## src/rtl/irq_arbiter.sv

```systemverilog
// Interrupt arbiter: synchronises and edge-detects irq lines, keeps per-source pending bits,
// grants one source at a time and pulses fetch. Define IRQ_ARBITER_RR_EN for round-robin arbitration.
//
// state      | meaning
// -----------+-----------------------------------------------------------
// ST_IDLE    | no service active; moves to ST_WAIT once anything is pending
// ST_WAIT    | pending work, waiting for mem_busy=0 and flush=0 to grant
// ST_ISSUE   | interrupt pulse cycle to fetch; handler considered started
// ST_SERVICE | handler running; rti/rsi returns to ST_IDLE

module irq_arbiter #(
   parameter int NUM_SRC     = 2,
   parameter int SYNC_STAGES = 2,
   parameter int IDW         = 1
) (
   input  logic                   clk,
   input  logic                   rst_n,
   input  logic [NUM_SRC-1:0]     irq_in,
   input  logic [32*NUM_SRC-1:0]  src_data,
   input  logic                   mem_busy,
   input  logic                   flush,
   input  logic                   rti,
   input  logic                   rsi,
   output logic                   interrupt,
   output logic                   in_service,
   output logic [IDW-1:0]         active_id,
   output logic [31:0]            rdi_data,
   output logic [NUM_SRC-1:0]     pending,
   output logic [7:0]             drop_cnt
);

   typedef enum logic [1:0] {
      ST_IDLE    = 2'd0,
      ST_WAIT    = 2'd1,
      ST_ISSUE   = 2'd2,
      ST_SERVICE = 2'd3
   } state_t;

   state_t               r_state;
   logic [NUM_SRC-1:0]   r_sync [SYNC_STAGES];
   logic [NUM_SRC-1:0]   r_prev;
   logic [NUM_SRC-1:0]   r_pending;
   logic [7:0]           r_drop_cnt;
   logic                 r_interrupt;
   logic                 r_in_service;
   logic [IDW-1:0]       r_active_id;
   logic [31:0]          r_rdi_data;

   logic [NUM_SRC-1:0]   w_synced;
   logic [NUM_SRC-1:0]   w_edge;
   logic [NUM_SRC-1:0]   w_clr;
   logic [NUM_SRC-1:0]   w_drop;
   logic [NUM_SRC-1:0]   w_pending_nxt;
   logic [15:0]          w_drop_sum;
   logic [7:0]           w_drop_nxt;
   logic [IDW-1:0]       w_winner;
   logic [31:0]          w_win_data;
   logic                 w_found;
   logic                 w_grant;
   logic                 w_ret;

   // ------------------------------------------------------------------
   // Synchroniser chain and rising-edge detect
   // ------------------------------------------------------------------
   always_ff @(posedge clk or negedge rst_n) begin
      if (!rst_n) begin
         for (int k = 0; k < SYNC_STAGES; k++) begin
            r_sync[k] <= '0;
         end
         r_prev <= '0;
      end else begin
         r_sync[0] <= irq_in;
         for (int k = 1; k < SYNC_STAGES; k++) begin
            r_sync[k] <= r_sync[k-1];
         end
         r_prev <= w_synced;
      end
   end

   assign w_synced = r_sync[SYNC_STAGES-1];
   assign w_edge   = w_synced & ~r_prev;

   // ------------------------------------------------------------------
   // Winner selection
   // ------------------------------------------------------------------
`ifdef IRQ_ARBITER_RR_EN
   logic [IDW-1:0] r_last_grant;

   // Search starts one past the last granted source and wraps.
   always_comb begin
      w_winner = '0;
      w_found  = 1'b0;
      for (int k = 1; k <= NUM_SRC; k++) begin
         for (int i = 0; i < NUM_SRC; i++) begin
            if (!w_found && r_pending[i] &&
                (((int'(r_last_grant) + k) % NUM_SRC) == i)) begin
               w_found  = 1'b1;
               w_winner = IDW'(i);
            end
         end
      end
   end

   always_ff @(posedge clk or negedge rst_n) begin
      if (!rst_n) begin
         r_last_grant <= '0;
      end else if (w_grant) begin
         r_last_grant <= w_winner;
      end
   end
`else
   always_comb begin
      w_winner = '0;
      w_found  = 1'b0;
      for (int i = NUM_SRC - 1; i >= 0; i--) begin
         if (r_pending[i]) begin
            w_found  = 1'b1;
            w_winner = IDW'(i);
         end
      end
   end
`endif

   always_comb begin
      w_win_data = '0;
      for (int i = 0; i < NUM_SRC; i++) begin
         if (w_winner == IDW'(i)) begin
            w_win_data = src_data[32*i +: 32];
         end
      end
   end

   assign w_grant = (r_state == ST_WAIT) && !mem_busy && !flush && w_found;
   assign w_ret   = rti | rsi;

   // ------------------------------------------------------------------
   // Pending bits and lost-edge counter
   // ------------------------------------------------------------------
   // A fresh edge on the winner in the grant cycle overrides the clear.
   always_comb begin
      w_clr = '0;
      for (int i = 0; i < NUM_SRC; i++) begin
         w_clr[i] = w_grant && (w_winner == IDW'(i));
      end
   end

   assign w_drop        = w_edge & r_pending & ~w_clr;
   assign w_pending_nxt = (r_pending & ~w_clr) | w_edge;

   always_comb begin
      w_drop_sum = {8'd0, r_drop_cnt};
      for (int i = 0; i < NUM_SRC; i++) begin
         w_drop_sum = w_drop_sum + 16'(w_drop[i]);
      end
      w_drop_nxt = (w_drop_sum > 16'd255) ? 8'hFF : w_drop_sum[7:0];
   end

   always_ff @(posedge clk or negedge rst_n) begin
      if (!rst_n) begin
         r_pending  <= '0;
         r_drop_cnt <= '0;
      end else begin
         r_pending  <= w_pending_nxt;
         r_drop_cnt <= w_drop_nxt;
      end
   end

   // ------------------------------------------------------------------
   // Control FSM with registered outputs
   // ------------------------------------------------------------------
   always_ff @(posedge clk or negedge rst_n) begin
      if (!rst_n) begin
         r_state      <= ST_IDLE;
         r_interrupt  <= 1'b0;
         r_in_service <= 1'b0;
         r_active_id  <= '0;
         r_rdi_data   <= '0;
      end else begin
         r_interrupt <= 1'b0;
         case (r_state)
            ST_IDLE: begin
               if (|r_pending) begin
                  r_state <= ST_WAIT;
               end
            end
            ST_WAIT: begin
               if (w_grant) begin
                  r_active_id  <= w_winner;
                  r_rdi_data   <= w_win_data;
                  r_interrupt  <= 1'b1;
                  r_in_service <= 1'b1;
                  r_state      <= ST_ISSUE;
               end
            end
            ST_ISSUE: begin
               if (w_ret) begin
                  r_in_service <= 1'b0;
                  r_state      <= ST_IDLE;
               end else begin
                  r_state <= ST_SERVICE;
               end
            end
            ST_SERVICE: begin
               if (w_ret) begin
                  r_in_service <= 1'b0;
                  r_state      <= ST_IDLE;
               end
            end
            default: begin
               r_in_service <= 1'b0;
               r_state      <= ST_IDLE;
            end
         endcase
      end
   end

   assign interrupt  = r_interrupt;
   assign in_service = r_in_service;
   assign active_id  = r_active_id;
   assign rdi_data   = r_rdi_data;
   assign pending    = r_pending;
   assign drop_cnt   = r_drop_cnt;

endmodule

```

## config.mk

```make
export PLATFORM = sky130hd
export DESIGN_NAME = irq_arbiter
export DESIGN_NICKNAME = d
export VERILOG_FILES = /design/src/rtl/irq_arbiter.sv
export SDC_FILE = /design/constraint.sdc
export NUM_CORES = 1
export LEC_CHECK = 0
export CAP_MARGIN = 20
export CORE_MARGIN = 2
export CORE_UTILIZATION = 40
export CTS_BUF_LIST = sky130_fd_sc_hd__clkbuf_4
export CTS_CLUSTER_DIAMETER = 80
export CTS_CLUSTER_SIZE = 20
export DETAILED_ROUTE_END_ITERATION = 8
export GPL_TIMING_DRIVEN = 0
export HOLD_SLACK_MARGIN = 0.08
export PLACE_DENSITY = 0.78
export SYNTH_ARGS = -nofsm -noshare
export SYNTH_HDL_FRONTEND = slang
export SYNTH_SLANG_ARGS = --single-unit
```

## constraint.sdc

```tcl
create_clock -name clk -period 3.21 [get_ports clk]
set_clock_uncertainty 0.1 [all_clocks]
set_input_delay 0.4815 -clock clk [delete_from_list [all_inputs] [get_ports clk]]
set_output_delay 0.4815 -clock clk [all_outputs]
set_load 0.1 [all_outputs]
```

==> results.py, run 1 <==
metrics = {
    "timing": {
        "report.final.slew_viol_count": 0,
        "rsz0062_at_grt": "false",
        "tightest_slew_ns": 0.999,
        "setup_viol": 0,
        "hold_viol_final": 0,
        "setup_ws_ns": 0.500,
        "whs_ns": 0.266,
        "slew_headroom_pct": 33.2,
        "layout_min_cycle_time_ns": 2.71,
        "max_freq_ghz": 0.369,
        "post-route-period-util_pct": 84.4,
    },
    "status": {
        "status": "finished clean",
    },
    "layout": {
        "most-common-layout-cells": "clkdlybuf4s50_1 (115), dfrtp_1 (53), o21ai_0 (43)",
        "final_util_pct": 63.5,
        "syn2layout_area_growth_pct": 55.7,
        "design_area_sq_um": 3710,
        "diodes": 0,
        "final_nets": 416,
        "drive_gt1_share_pct": 4.97,
        "final_common_cell": "clkdlybuf4s50_1",
    },
    "critical_path": {
        "cp-end-kind": "flop",
        "crit_path_cell_trace": "clkdlybuf4s50_1, or4b_4, buf_6, o21ai_0, or3_1, fa_1, inv_1, ha_1, and3_1, a31oi_1, a41oi_1",
        "rr_worst_depth": 10,
        "cp_max_fo": 10,
        "start_kind": "input pin",
        "crit_type": "in -> reg",
        "crit_slowest_cell": "or4b_4",
        "required_ns": 3.36,
        "arrival_ns": 2.86,
        "cp_slowest_stage_delay_ns": 0.52,
    },
    "placed_design": {
        "place_congestion": 0.721,
        "place_area_sq_um": 3650,
        "dp_slack_ns": 0.0901,
        "portBuffers": 116,
        "dp_hpwl_um": 4710,
    },
    "yosys": {
        "synth_area_sq_um": 2380,
        "dominantRegCellSynth": "dfrtp_1",
        "synth-simple-area-share_pct": 7.19,
        "yosys_warnings": 0,
        "synth_edf_count": 0,
        "synthArstFlopShare_pct": 100,
        "syn-num-nets": 291,
        "synth-seq-cells": 53,
        "synthAdderAreaFrac_pct": 1.36,
        "synth_top_family_by_area": "compound AO/OA/AOI/OAI gates",
        "avgSynthCellArea_sq_um": 11.0,
        "synth_top_area_share_pct": 55.6,
        "yosysSeqAreaShare_pct": 55.6,
        "synth_compound_area_share_pct": 16.2,
        "synth.distinct_cells": 33,
        "yosys.area.top_type": "dfrtp_1",
        "synth_area_leaders": "dfrtp_1 (56%), mux2i_1 (13%), o21ai_0 (9.0%)",
        "synth_xor_area_share_pct": 0.735,
        "synthMuxAreaShare_pct": 13.9,
        "synthCells": 217,
    },
    "global_routing": {
        "track_usage_pct": 19.4,
        "grt_pass1_vias": 2114,
        "antenna_found_initial": 0,
        "grt_start_max_net_pins": 41,
        "grt_pass1_wl_um": 9790,
        "grt_overflow": 0,
    },
    "detailed_routing": {
        "dr_total_vias": 2130,
        "first_pass_iters": 4,
        "ant_nets": 0,
        "vias_per_cell": 5.11,
        "routed_wirelength_um": 6200,
        "first_iter_violations": 60,
        "drc": 0,
        "routedWlPerCell_um": 14.9,
    },
    "die": {
        "core-area_sq_um": 5850,
        "ios": 117,
        "placementRows": 28,
        "die-area_sq_um": 6590,
        "die_w_um": 81.2,
        "die_h_um": 81.2,
        "start_util_pct": 40.7,
    },
    "clock_network": {
        "cts_buffer_depth": 2,
        "htreeDepth": 2,
        "cts_made_buffers": 5,
        "cts_tree": "yes",
        "cts_setup_buffers": 0,
        "clock_sinks": 53,
        "clk_pin_slew_ns": 0.15,
        "cts-root-buf": "clkbuf_4",
        "insertion_delay_ns": 0.36,
    },
    "power_and_ir_drop": {
        "p_per_area_nw_per_um2": 1060,
        "p_leak_nw": 1.53,
        "worst_ir_drop_vdd_v": 0.000846,
    },
    "flow_run": {
        "max_cap_violations": 0,
    },
    "min_path": {
        "hold_class": "reg -> reg",
        "holdPathStages": 0,
    },
}
logic make-up (layout without fill, tap and decap cells):
| family | after synthesis | after routing |
|---|---|---|
| buffers and inverters | 21 | 146 |
| and+or+nand+nor | 31 | 31 |
| muxes | 33 | 33 |
| DFF | 53 | 53 |
| xor gates and xnor gates | 2 | 2 |
| adders and majority gates | 2 | 2 |
| AOI/OAI and AO/OA | 75 | 75 |
layer usage:
| metal | vias to the layer above | track usage [%] | wire length [um] |
|---|---|---|---|
| li1 | 1018 | - | - |
| met1 | 1045 | 22.1 | 2440 |
| met2 | 62 | 36.1 | 3310 |
| met3 | 5 | 4.22 | 403 |
| met4 | 0 | 5.93 | 49 |
| met5 | - | 0 | 0 |
synth_stat cells, types with 2 or more instances:
master / count
nand3_1: 4
o21ai_1: 27
mux2i_1: 32
inv_1: 6
buf_2: 2
dfrtp_1: 53
or3_1: 2
o21ai_0: 43
nor2_1: 5
clkbuf_1: 7
nor2b_1: 3
nand2_1: 8
buf_6: 5
registers in the layout, summed over array words and instances, names as in the netlist:
| name | count |
|---|---|
| active_id | 1 |
| drop_cnt | 8 |
| in_service | 1 |
| interrupt | 1 |
| pending | 2 |
| r_prev | 2 |
| r_state | 2 |
| r_sync | 2 |
| rdi_data | 32 |
| w_synced | 2 |
per-stage QoR:
| step | std cells | total power (W) | TNS (ns) |
|---|---|---|---|
| 3_3_place_gp | 408 | 0.00362 | -1.54 |
| 6_report | 417 | 0.00392 | 0 |
| 4_1_cts | 417 | 0.00395 | 0 |
| 5_1_grt | 417 | 0.00410 | 0 |
| 3_5_place_dp | 409 | 0.00366 | 0 |
| 2_1_floorplan | 217 | 0.00298 | 0 |
what timing repair did:
action / CTS / global route
resized for setup: 0 / 0
hold buffers: 1 / 0
hold endpoints to repair: 13 / 0
report_power, final:
part / switching [W] / internal [W] / total (W)
Combinational: 0.00198 / 0.000626 / 0.00260
Clock: 0.000199 / 0.0000792 / 0.000279
Sequential: 0.000146 / 0.000889 / 0.00103
Total: 0.00232 / 0.00159 / 0.00392
critical path, delay by kind of cell:
kind                       cells  cell delay [ns]
buffers and inverters          3             0.63
adders and majority gates      2             0.43
and+or+nand+nor                3             0.88
AOI/OAI and AO/OA              3             0.44
path summary, 6_finish.rpt:
check                      slack, ns        from      endpoint
min in group asynchronous       0.44       rst_n   drop_cnt[2]
max                             0.50    mem_busy   drop_cnt[6]
max reg2reg                     0.57  r_state[1]   drop_cnt[6]
min                             0.27   r_sync[3]   w_synced[1]
max in group asynchronous       2.03       rst_n  rdi_data[23]
min reg2reg                     0.27   r_sync[3]   w_synced[1]
layout make-up:
cell class / count / area (sq um)
Clock inverter: 2 / 11.3
Sequential cell: 53 / 1330
Inverter: 6 / 22.5
Buffer: 15 / 96.3
Tap cell: 75 / 93.8
Multi-Input combinational cell: 143 / 938
Clock buffer: 5 / 37.5
Timing Repair Buffer: 118 / 1190
Fill cell: 515 / 2140
No activity file was read; power rests on OpenSTA's default activity.
==> inputs of run 2 (changes only) <==
clock period = 2.65 ns   (was 3.21 ns; I/O delays follow)
==> run 2 against run 1 <==
Sequential power rose by 21%. Global-route usage down 0.73 points. Die area unchanged. First-iteration DRC count grew 6.7%. Register-to-register slack got worse by 0.41 ns. Sequential cell count unchanged. Critical path depth fell by 2. Setup slack got worse by 0.36 ns. Clock power is 22% higher. Power rose by 21%. Largest power group unchanged.
==> results.py, run 2 (synthesis gave the netlist of run 1 again) <==
metrics = {
    "status": {
        "status": "finished clean",
    },
    "timing": {
        "post-route-period-util_pct": 94.8,
        "hold_viol_final": 0,
        "report.final.slew_viol_count": 0,
        "slew_headroom_pct": 33.3,
        "max_freq_ghz": 0.398,
        "tns_ns": 0,
        "tightest_slew_ns": 0.998,
        "setup_viol": 0,
        "rsz0062_at_grt": "false",
        "layout_min_cycle_time_ns": 2.51,
    },
    "placed_design": {
        "portBuffers": 116,
        "dp.cells": 409,
        "place_congestion": 0.739,
        "dp_hpwl_um": 4670,
        "place_area_sq_um": 3660,
    },
    "layout": {
        "most-common-layout-cells": "clkdlybuf4s50_1 (115), dfrtp_1 (51), o21ai_0 (42)",
        "design_area_sq_um": 3740,
        "n_fill_cell": 510,
        "drive_gt1_share_pct": 7.00,
        "largest_reg_flops": 32,
        "final_nets": 417,
        "multiInputGateArea_sq_um": 951,
        "syn2layout_area_growth_pct": 57.0,
        "diodes": 0,
        "seqCellArea_sq_um": 1330,
        "final_util_pct": 64.0,
        "instances_no_fill": 418,
        "final_common_cell": "clkdlybuf4s50_1",
    },
    "detailed_routing": {
        "first_pass_iters": 4,
        "first_iter_violations": 64,
        "ant_nets": 0,
        "drc": 0,
        "routed-wl-met2_um": 3290,
        "dr_total_vias": 2143,
        "routed_wirelength_um": 6110,
        "vias_per_cell": 5.13,
        "routedWlPerCell_um": 14.6,
        "drt-met1-wl_um": 2340,
        "dr_wl_met3_um": 393,
        "top_layer_used": "met4",
    },
    "min_path": {
        "holdPathStages": 0,
        "hold_class": "reg -> reg",
        "hold_path_startpoint": "r_sync[3]",
        "holdPathEnd": "w_synced[1]",
    },
    "global_routing": {
        "grt_pass1_wl_um": 9320,
        "grt_overflow": 0,
        "grt_pass1_vias": 2039,
        "track_usage_pct": 18.7,
        "antenna_found_initial": 0,
        "grt_start_max_net_pins": 32,
    },
    "flow_run": {
        "max_cap_violations": 0,
    },
    "die": {
        "start_util_pct": 40.7,
        "die_h_um": 81.2,
        "die-area_sq_um": 6590,
        "ios": 117,
        "placementRows": 28,
        "die_w_um": 81.2,
        "core-area_sq_um": 5850,
    },
    "critical_path": {
        "cp-end-kind": "flop",
        "cp_max_fo": 10,
        "crit_path_cell_trace": "clkdlybuf4s50_1, or4b_4, buf_6, o21ai_1, or3_1, fa_2, nand4b_1, nor2_1, mux2_2",
        "cp_slowest_stage_delay_ns": 0.48,
        "start_kind": "input pin",
        "crit_slowest_cell": "clkdlybuf4s50_1",
        "r2r_end": "drop_cnt[7]",
        "crit_type": "in -> reg",
        "rr_worst_depth": 8,
        "r2r_start": "r_state[0]",
        "reg2reg_slack_ns": 0.16,
        "arrival_ns": 2.66,
        "required_ns": 2.80,
    },
    "clock_network": {
        "insertion_delay_ns": 0.35,
        "cts_made_buffers": 5,
        "cts_buffer_depth": 2,
        "clock_sinks": 53,
        "htreeDepth": 2,
        "clk_pin_slew_ns": 0.13,
        "cts_tree": "yes",
        "cts-root-buf": "clkbuf_4",
    },
    "power_and_ir_drop": {
        "p_leak_nw": 1.54,
        "worst_ir_drop_vdd_v": 0.000806,
        "p_per_area_nw_per_um2": 1270,
    },
}
run 2: critical path: cells and delay by family:
family	cells	cell delay [ns]
AOI/OAI and AO/OA	1	0.07
adders and majority gates	1	0.38
buffers and inverters	2	0.60
muxes	1	0.34
and+or+nand+nor	4	0.87
run 2: per-stage QoR:
step | setup WS, ns | hold slack (ns) | power [W]
floorplan | 0.0969 | 0.00191 | 0.00361
global placement | -0.744 | 0.233 | 0.00439
detailed placement | -0.323 | 0.236 | 0.00443
CTS | 0.0498 | 0.267 | 0.00477
global route | 0.0180 | 0.275 | 0.00496
finish | 0.137 | 0.267 | 0.00475
run 2: power breakdown:
part | leakage [nW] | total, W | internal, W | switching [W]
Clock | 0.0292 | 0.000341 | 0.000107 | 0.000233
Sequential | 0.649 | 0.00125 | 0.00108 | 0.000172
Combinational | 0.864 | 0.00316 | 0.000764 | 0.00240
run 2: what timing repair did:
| item | in CTS | in global routing |
|---|---|---|
| gates resized for setup | 0 | 6 |
| hold endpoints to repair | 30 | 0 |
| hold buffers | 1 | 0 |
| setup buffers | 0 | 1 |
| endpoints found under the setup margin | 0 | 7 |
run 2: how the worst max path moves through the flow:
stage | from | end | slack [ns]
2_1_floorplan | pending[0] | drop_cnt[6] | 0.1
3_5_place_dp | mem_busy | drop_cnt[6] | -0.32
4_1_cts | r_state[1] | drop_cnt[5] | 0.05
6_report | mem_busy | drop_cnt[7] | 0.14
3_3_place_gp | rst_n | pending[1] | -0.74
5_1_grt | r_state[1] | drop_cnt[7] | 0.02
run 2: layout make-up:
| cell class | count | area share, % |
|---|---|---|
| flip-flops and latches | 53 | 35.5 |
| repair buffers | 119 | 32.1 |
| multi-input cells | 143 | 25.4 |
| plain buffers | 15 | 2.57 |
| well taps | 75 | 2.51 |
| clock buffers | 6 | 1.20 |
| inverters | 6 | 0.602 |
| clock inverters | 1 | 0.100 |
run 2: routing by layer:
metal,vias to the layer above,global-route usage [%]
li1,1018,-
met2,68,34.2
met4,0,5.93
met5,-,0
met3,8,4.67
met1,1049,21.3
